**src/rtl/mdu_iter.sv**
```systemverilog
// Iterative MUL/DIV/REM unit: shift-add multiply, restoring divide, full or half ("word") width.
// Latency N+1 cycles from accept to out_valid (N = WIDTH or WIDTH/2); result held until out_ready.
module mdu_iter #(
    parameter int WIDTH = 64,
    parameter int CNT_W = $clog2(WIDTH) + 1
) (
    input  logic             clk,
    input  logic             reset,
    input  logic             flush,
    input  logic             in_valid,
    output logic             in_ready,
    input  logic [2:0]       op,
    input  logic             word,
    input  logic [WIDTH-1:0] a,
    input  logic [WIDTH-1:0] b,
    output logic             out_valid,
    input  logic             out_ready,
    output logic [WIDTH-1:0] c
);
    localparam int H = WIDTH / 2;

    typedef enum logic [1:0] {S_IDLE, S_BUSY, S_DONE} state_t;

    state_t           r_state;
    logic [CNT_W-1:0] r_cnt;
    logic [2:0]       r_op;
    logic             r_word, r_is_div, r_neg_q, r_neg_r, r_dz, r_out_valid;
    logic [WIDTH-1:0] r_x, r_y, r_z, r_a_orig, r_c;

    logic             w_signed, w_is_div, w_sa, w_sb, w_dz;
    logic [WIDTH-1:0] w_mask, w_a_n, w_b_n, w_a_neg, w_b_neg, w_a_mag, w_b_mag;
    logic [WIDTH:0]   w_shift, w_diff;
    logic [WIDTH-1:0] w_x_nx, w_y_nx, w_z_nx, w_q, w_r, w_raw, w_res;

    assign in_ready  = (r_state == S_IDLE);
    assign out_valid = r_out_valid;
    assign c         = r_c;

    // Operand pre-processing: narrow to N bits, then take magnitudes for signed divides.
    assign w_signed = (op == 3'd1) || (op == 3'd3);
    assign w_is_div = (op >= 3'd1) && (op <= 3'd4);
    assign w_mask   = word ? {{H{1'b0}}, {H{1'b1}}} : {WIDTH{1'b1}};
    assign w_a_n    = a & w_mask;
    assign w_b_n    = b & w_mask;
    assign w_sa     = w_signed & (word ? a[H-1] : a[WIDTH-1]);
    assign w_sb     = w_signed & (word ? b[H-1] : b[WIDTH-1]);
    assign w_a_neg  = -w_a_n;
    assign w_b_neg  = -w_b_n;
    assign w_a_mag  = (w_sa ? w_a_neg : w_a_n) & w_mask;
    assign w_b_mag  = (w_sb ? w_b_neg : w_b_n) & w_mask;
    assign w_dz     = (w_b_n == '0);

    // Dividend is left-aligned in r_y so the next bit always comes from the MSB.
    assign w_shift = {r_z, r_y[WIDTH-1]};
    assign w_diff  = w_shift - {1'b0, r_x};

    always_comb begin
        w_x_nx = r_x;
        w_y_nx = r_y;
        w_z_nx = r_z;
        if (r_is_div) begin
            w_z_nx = w_diff[WIDTH] ? w_shift[WIDTH-1:0] : w_diff[WIDTH-1:0];
            w_y_nx = {r_y[WIDTH-2:0], ~w_diff[WIDTH]};
        end else begin
            w_z_nx = r_z + (r_y[0] ? r_x : '0);
            w_x_nx = r_x << 1;
            w_y_nx = r_y >> 1;
        end
    end

    assign w_q = r_neg_q ? -w_y_nx : w_y_nx;
    assign w_r = r_neg_r ? -w_z_nx : w_z_nx;

    always_comb begin
        w_raw = '0;
        case (r_op)
            3'd0:       w_raw = w_z_nx;
            3'd1, 3'd2: w_raw = r_dz ? {WIDTH{1'b1}} : w_q;
            3'd3, 3'd4: w_raw = r_dz ? r_a_orig : w_r;
            default:    w_raw = '0;
        endcase
    end

    assign w_res = r_word ? {{H{w_raw[H-1]}}, w_raw[H-1:0]} : w_raw;

    always_ff @(posedge clk) begin
        if (reset) begin
            r_state     <= S_IDLE;
            r_out_valid <= 1'b0;
            r_c         <= '0;
            r_cnt       <= '0;
            r_op        <= '0;
            r_word      <= 1'b0;
            r_is_div    <= 1'b0;
            r_neg_q     <= 1'b0;
            r_neg_r     <= 1'b0;
            r_dz        <= 1'b0;
            r_x         <= '0;
            r_y         <= '0;
            r_z         <= '0;
            r_a_orig    <= '0;
        end else if (flush) begin
            r_state     <= S_IDLE;
            r_out_valid <= 1'b0;
            r_cnt       <= '0;
        end else begin
            case (r_state)
                S_IDLE: if (in_valid) begin
                    r_op     <= op;
                    r_word   <= word;
                    r_is_div <= w_is_div;
                    r_neg_q  <= w_sa ^ w_sb;
                    r_neg_r  <= w_sa;
                    r_dz     <= w_dz;
                    r_a_orig <= w_a_n;
                    r_z      <= '0;
                    if (w_is_div) begin
                        r_x <= w_b_mag;
                        r_y <= word ? (w_a_mag << H) : w_a_mag;
                    end else begin
                        r_x <= w_a_n;
                        r_y <= w_b_n;
                    end
                    r_cnt   <= word ? CNT_W'(H) : CNT_W'(WIDTH);
                    r_state <= S_BUSY;
                end
                S_BUSY: begin
                    r_x   <= w_x_nx;
                    r_y   <= w_y_nx;
                    r_z   <= w_z_nx;
                    r_cnt <= r_cnt - 1'b1;
                    if (r_cnt == CNT_W'(1)) begin
                        r_c         <= w_res;
                        r_out_valid <= 1'b1;
                        r_state     <= S_DONE;
                    end
                end
                S_DONE: if (out_ready) begin
                    r_out_valid <= 1'b0;
                    r_state     <= S_IDLE;
                end
                default: r_state <= S_IDLE;
            endcase
        end
    end
endmodule

```
**config.mk**
```make
export PLATFORM = sky130hd
export DESIGN_NAME = mdu_iter
export DESIGN_NICKNAME = d
export VERILOG_FILES = /design/src/rtl/mdu_iter.sv
export SDC_FILE = /design/constraint.sdc
export NUM_CORES = 2
export LEC_CHECK = 0
export ABC_AREA = 1
export BUFFER_PORTS_ARGS = -buffer_cell sky130_fd_sc_hd__buf_4
export CAP_MARGIN = 20
export CORE_MARGIN = 5
export CORE_UTILIZATION = 40
export CTS_CLUSTER_SIZE = 28
export DETAILED_ROUTE_END_ITERATION = 8
export PLACE_DENSITY = 0.61
export SYNTH_ARGS = -nofsm -noshare
export SYNTH_HDL_FRONTEND = slang
export SYNTH_SLANG_ARGS = --single-unit
```
**constraint.sdc**
```tcl
create_clock -name clk -period 9.25 [get_ports clk]
set_input_delay 1.85 -clock clk [delete_from_list [all_inputs] [get_ports clk]]
set_output_delay 1.85 -clock clk [all_outputs]
set_load 0.1 [all_outputs]
```
### Word-level counts from Yosys, hierarchy flattened

Index checks and enable logic that the tools add are counted.

| word-level totals | value |
|---|---|
| input bits | 137 |
| logic and storage cells | 97 |
| register bits | 338 |

| operators by class | value |
|---|---|
| reductions and logical operators | 17 |
| multiplexer cells | 35 |
| add/subtract/negate cells | 7 |
| bitwise operators | 9 |
| equal/unequal tests | 13 |
| order comparisons | 2 |

Operators with widths:

| kind | number |
|---|---|
| $mux W64 | 19 |
| $pmux W64 S2 | 3 |
| $and A64 B64 Y64 | 4 |
| $neg A64 Y64 | 4 |
| $pmux W64 S3 | 1 |
| $sub A65 B64 Y65 | 1 |
| $add A64 B64 Y64 | 1 |
| $logic_not A64 Y1 | 1 |
| $reduce_and A3 Y1 | 5 |
| $mux W7 | 2 |
| $pmux W7 S2 | 1 |
| $eq A3 B2 Y1 const B | 3 |
| $ne A2 B2 Y1 const B | 4 |
| $eq A7 B1 Y1 const B | 1 |
| $sub A7 B1 Y7 const B | 1 |
| $eq A3 B1 Y1 const B | 2 |
| $mux W2 | 3 |
| $pmux W2 S3 | 1 |
| $reduce_or A2 Y1 | 3 |
| $mux W1 | 4 |
| $reduce_and A4 Y1 | 1 |
| $reduce_bool A2 Y1 | 2 |
| $eq A3 B3 Y1 const B | 1 |
| $ge A3 B1 Y1 const B | 1 |
| other kinds (12) | 14 |

### Longest topological paths before layout

| depth | value |
|---|---|
| depth after elaboration | 9 |
| depth in mapped cells | 36 |
| mapped depth without buffers | 36 |

### Worst setup path after synthesis

No wires, ideal clock.

| path | value |
|---|---|
| path type | input to register |
| from | input port a[0] |
| to | register r_y[56] |
| path slack | 4.801 ns |
| arrival | 4.379 ns |
| cell stages on the path | 23 |
| setup time | 0.070 ns |
| buffers on the path | 0 |
| required time | 9.180 ns |
| cells stage by stage | inv_1 > ha_1 > nand2_1 > nor2_1 > nand2_1 > nor2_1 > nand2_1 > nor2_1 > nand4_1 > or2_2 > nor2_1 > nand4_1 > nor2_1 > nand2_1 > o21ai_0 > nand2_1 > nor2_1 > nand2_1 > a21oi_1 > o21ai_0 > o211ai_1 > nand2_1 > a21oi_1 |

| on the way | value |
|---|---|
| word-level cells in the longest chain between the ends | 8 |

RTL lines:

| item | RTL line | text |
|---|---|---|
| start, declared | 14 | `input logic [WIDTH-1:0] a,` |
| $and A64 B64 Y64 | 43 | `assign w_a_n = a & w_mask;` |
| $neg A64 Y64 | 47 | `assign w_a_neg = -w_a_n;` |
| $mux W64 | 49 | `assign w_a_mag = (w_sa ? w_a_neg : w_a_n) & w_mask;` |
| $and A64 B64 Y64 | 49 |  |
| $mux W64 | 119 | `r_y <= word ? (w_a_mag << H) : w_a_mag;` |
| $mux W64 | 117 | `if (w_is_div) begin` |
| $mux W64 | 108 | `S_IDLE: if (in_valid) begin` |
| $pmux W64 S2 | 107 | `case (r_state)` |
| end signal, assigned | 119 |  |
| end signal, assigned | 122 | `r_y <= w_b_n;` |
| end signal, assigned | 129 | `r_y <= w_y_nx;` |
| end, declared | 28 | `logic [WIDTH-1:0] r_x, r_y, r_z, r_a_orig, r_c;` |

No other way between the ends. The select of a mux whose other input is x is not followed.
A chain may end at the register's enable or synchronous reset.

### Final worst setup path

| path | value |
|---|---|
| from | register r_x[41] |
| to | register r_c[56] (netlist: c[56]) |

| on the way | value |
|---|---|
| word-level cells in the longest chain between the ends | 8 |
| elaborated cells on any way between the ends | 15 |
| classes of those cells | add/sub: 4; mux: 10; bitwise: 1 |

RTL lines:

| item | RTL line | text |
|---|---|---|
| start, declared | 28 |  |
| start signal, assigned | 118 | `r_x <= w_b_mag;` |
| start signal, assigned | 121 | `r_x <= w_a_n;` |
| start signal, assigned | 128 | `r_x <= w_x_nx;` |
| $sub A65 B64 Y65 or $mux W64 (tied branches) | 55, 65 |  |
| $mux W64, or another cell as far along | 62 | `w_z_nx = w_diff[WIDTH] ? w_shift[WIDTH-1:0] : w_diff[WIDTH-1:0];` |
| $mux W64 | 61 | `if (r_is_div) begin` |
| $neg A64 Y64 (on tied branches) | 72, 71 |  |
| $mux W64 (on tied branches) | 72, 71 |  |
| $mux W64 (on tied branches) | 79, 78 |  |
| $pmux W64 S3 (*) | 76 | `case (r_op)` |
| $mux W64 (*) | 84 | `assign w_res = r_word ? {{H{w_raw[H-1]}}, w_raw[H-1:0]} : w_raw;` |
| end signal, assigned | 133 | `r_c <= w_res;` |
| end, declared | 28 |  |

Mark *: on every way between the ends. The rest lies on a longest branch, timed or not.

==> impl_results.rst <==
.. list-table::
   :header-rows: 1

   * - Metric
     - Value
   * - Worst path slowest cell
     - nand3_4
   * - Number of hold violations in the final report
     - 0
   * - Remaining antenna violation count
     - 0
   * - Share of the synthesized area in the top cell type
     - 23.3%
   * - Area of the core
     - slightly below 100000 um2
   * - Total iterations of the first detailed-routing run
     - 7
   * - Detailed-route vias per instance
     - 5.99
   * - Min-Delay Path Class
     - reg -> reg
   * - Routed length on met2
     - ~100 mm
   * - Synth Cell Area
     - 39400 um2
   * - Final wirelength
     - 254 mm
   * - Clock-pin transition on the worst setup and hold timing paths
     - 60 ps
   * - Number of rows in the core area
     - 115
   * - Setup repair after global routing missed its margin
     - no
   * - Capturing element type of the critical path
     - flop
   * - Power per cell area
     - 133 nW/um2
   * - Worst Max-Slew Pin Slew
     - 1210 ps
   * - Initial core utilization
     - 40.2%
   * - Area growth from synthesis to layout
     - 10.9%
   * - GRT overflow
     - 0
   * - Gate Count Post-Synth
     - around 7500
   * - Number of ports placed on the die boundary
     - 203
   * - Status
     - finished, final reports clean
   * - Nets
     - 7795
   * - Clock latency of the later-clocked register in the worst-skew pair
     - 660 ps
   * - Fmax
     - 152 MHz
   * - CTS tree
     - built
   * - Final min period
     - 6590 ps
   * - Top layer used by detailed routing
     - met5
   * - Full die area
     - 105000 um2
   * - Flip-flop and latch count after synthesis
     - 338
   * - Die H
     - 324 um
   * - FF/Latch Area
     - ~6800 um2
   * - Worst hold margin
     - 466 ps
   * - Detailed route wirelength on metal3
     - 31.4 mm
   * - Buffer depth of the longest clock path
     - 3
   * - CTS HTree Levels
     - 2
   * - Fraction of layout cells with a size suffix above 1
     - 7.14%
   * - Cell type with the highest aggregate area in the netlist
     - nand2_1
   * - Post-route setup TNS
     - 0 ps
   * - Library cell appearing most often on the critical path
     - nand2_1
   * - Max rail drop VDD
     - ~0.12 mV
   * - Clock skew
     - 30.6 ps
   * - Path type of the worst setup path
     - reg -> reg
   * - HPWL reported at the end of detailed placement
     - ~200 mm
   * - Dominant cells by area after synthesis
     - nand2_1 (23%), dfxtp_1 (17%), inv_1 (10%)
   * - Setup repair bufs after CTS
     - 0
   * - Total CTS buffers
     - 45
   * - Number of distinct library cell variants in the gate-level netlist after synthesis
     - 57
   * - Die X
     - 324 um
   * - Cell Count, Final, Fillers Out
     - between 8000 and 9000
   * - Commonest non-fill, non-tap cells in the layout
     - nand2_1 (2447), inv_1 (1086), nor2_1 (848)
   * - Post-Route M1 WL
     - 94.5 mm
   * - Wire length of the first global-routing pass
     - 349 mm
   * - Number of failing setup endpoints in the final timing report
     - 0
   * - Slowest stage delay, CP
     - between 500 and 600 ps
   * - Sequential element share of the synthesized area
     - 17.2%
   * - Post-synthesis net count
     - 7764
   * - Number of placed cells counting well taps
     - 8761
   * - Number of buffers inserted by port buffering
     - 202
   * - Number of synthesized flops with an enable pin
     - 0
   * - Most common cell after layout, fill and taps aside
     - nand2_1
   * - Global-route usage over all layers
     - 46.5%
   * - Vias post-DR
     - 53026
   * - Post-detailed-route DRC marker count
     - 0
   * - Number of max-cap violations
     - 0
   * - First-iteration detailed-routing DRC count
     - 8070
   * - Number of pins exceeding their max-slew limit in the final report
     - 0
   * - Max-Slew Margin vs Limit
     - between 10% and 20%
   * - CP Data Required Time
     - 9750 ps
   * - Synthesized area divided by synthesized cell count
     - 5.26 um2
   * - Fraction of synthesis flops using an asynchronous set or reset pin
     - 0%
   * - Post-CTS Resized
     - 0
   * - Sinks on Clock Net
     - between 300 and 400
   * - Combined area of the multi-input logic cells
     - 27300 um2
   * - Arrival time reported for the critical path endpoint
     - 7090 ps
   * - Library cell used as clock root buffer
     - clkbuf_16
   * - Period Utilization, post-route
     - 71.2%
   * - Critical Path Fanout Max
     - 26
   * - Fillers
     - 11284
   * - Startpoint class of the critical path
     - flop
   * - Leakage Power
     - roughly 22 nW
   * - Most used flip-flop cell after synthesis
     - dfxtp_1
   * - Number of global-route vias before repair
     - 47508
   * - CTS Hold Bufs
     - 0
   * - Routed wire per std cell
     - around 29 um
   * - Warnings from Yosys
     - 0
   * - Initial antenna violation count
     - 19
   * - Maximum number of pins on one net before global-route repair
     - 91
   * - Placer congestion estimate
     - 1.14
   * - Core Util, Final
     - 44.5%
==> path summary, 6_finish.rpt <==
path,cells after the start,slack [ps],startpoint,endpoint
max,32,2660,r_x[41]$_SDFFE_PP0P_,c[56]$_SDFFE_PP0P_
min,2,470,r_y[24]$_SDFFE_PP0P_,r_y[24]$_SDFFE_PP0P_
max reg2reg,32,2660,r_x[41]$_SDFFE_PP0P_,c[56]$_SDFFE_PP0P_
min reg2reg,2,470,r_y[24]$_SDFFE_PP0P_,r_y[24]$_SDFFE_PP0P_
==> cell type report <==
cell class                      instances  area share (%)
Inverter                             1112            9.57
Tap cell                             1287            3.68
Sequential cell                       338            15.5
Antenna cell                           11          0.0630
Clock inverter                         28           0.773
Multi-Input combinational cell       5739            62.5
Timing Repair Buffer                  288            5.05
Clock buffer                           54            2.89
==> synth_stat cells, types with 7 or more instances <==
master    number
a211oi_1      17
a21oi_1      655
a21oi_2       30
a221o_1       12
a22oi_1       18
a31oi_1       56
buf_1         38
buf_2         21
buf_6         10
clkbuf_1     232
clkinv_1       7
dfxtp_1      338
ha_1         132
inv_1       1092
inv_2         13
nand2_1     2447
nand2_2       26
nand3_1      444
nand3b_1      26
nand4_1       55
nor2_1       855
nor2_2        13
nor3_1        87
nor4_1        17
o211ai_1     109
o21a_1         7
o21ai_0      476
o21ai_1       11
o21bai_1      12
o221ai_1      27
o22ai_1        9
o31ai_1       14
or2_2         43
xnor2_1       24
xor2_1        63
==> cells by family (layout without fill, tap and decap cells) <==
family                   Yosys count  in the layout  synth area share, %
multiplexers                       1              1               0.0254
other                              0             11                    0
XOR/XNOR                          87             87                 1.93
AND/OR/NAND/NOR                 4039           4039                 41.8
AO/OA/AOI/OAI                   1478           1478                 21.0
buffers and inverters           1416           1482                 13.8
adder cells (fa/ha/maj)          134            134                 4.29
flip-flops                       338            338                 17.2
==> registers in the layout, summed over array words and instances (netlist names) <==
| register | flops |
|---|---|
| r_neg_r | 1 |
| r_state | 2 |
| out_valid | 1 |
| r_z | 64 |
| r_op | 3 |
| r_a_orig | 64 |
| c | 64 |
| r_x | 64 |
| r_is_div | 1 |
| r_word | 1 |
| r_neg_q | 1 |
| r_cnt | 7 |
| r_y | 64 |
| r_dz | 1 |
==> per-layer routing <==
metal,up-vias,track usage [%]
met4,14,35.9
li1,24021,-
met1,24545,56.7
met5,-,0
met2,3562,68.1
met3,884,14.5
==> report_power, final <==
part	switching (mW)	internal (mW)
logic	1.72	0.537
clock network	0.846	1.13
registers	0.0734	1.51
==> worst max-delay path, delay by kind of cell (launching register included) <==
family	cells	cell delay [ps]
xor+xnor	1	380
simple gates	20	3590
flops	1	540
fa+ha+maj	2	630
compound gates	4	740
buf+inv	5	510
==> metrics by stage <==
step                      cell area (um2)  setup WS [ps]  power, mW
after global routing                43700           2290       5.96
after global placement              42000           2960       3.72
after floorplan                     39400           4800       2.82
after CTS                           43600           3040       5.67
after detailed placement            42000           2960       3.72
final                               43700           2660       5.82
Note: power is estimated with default switching activity, not from simulation.
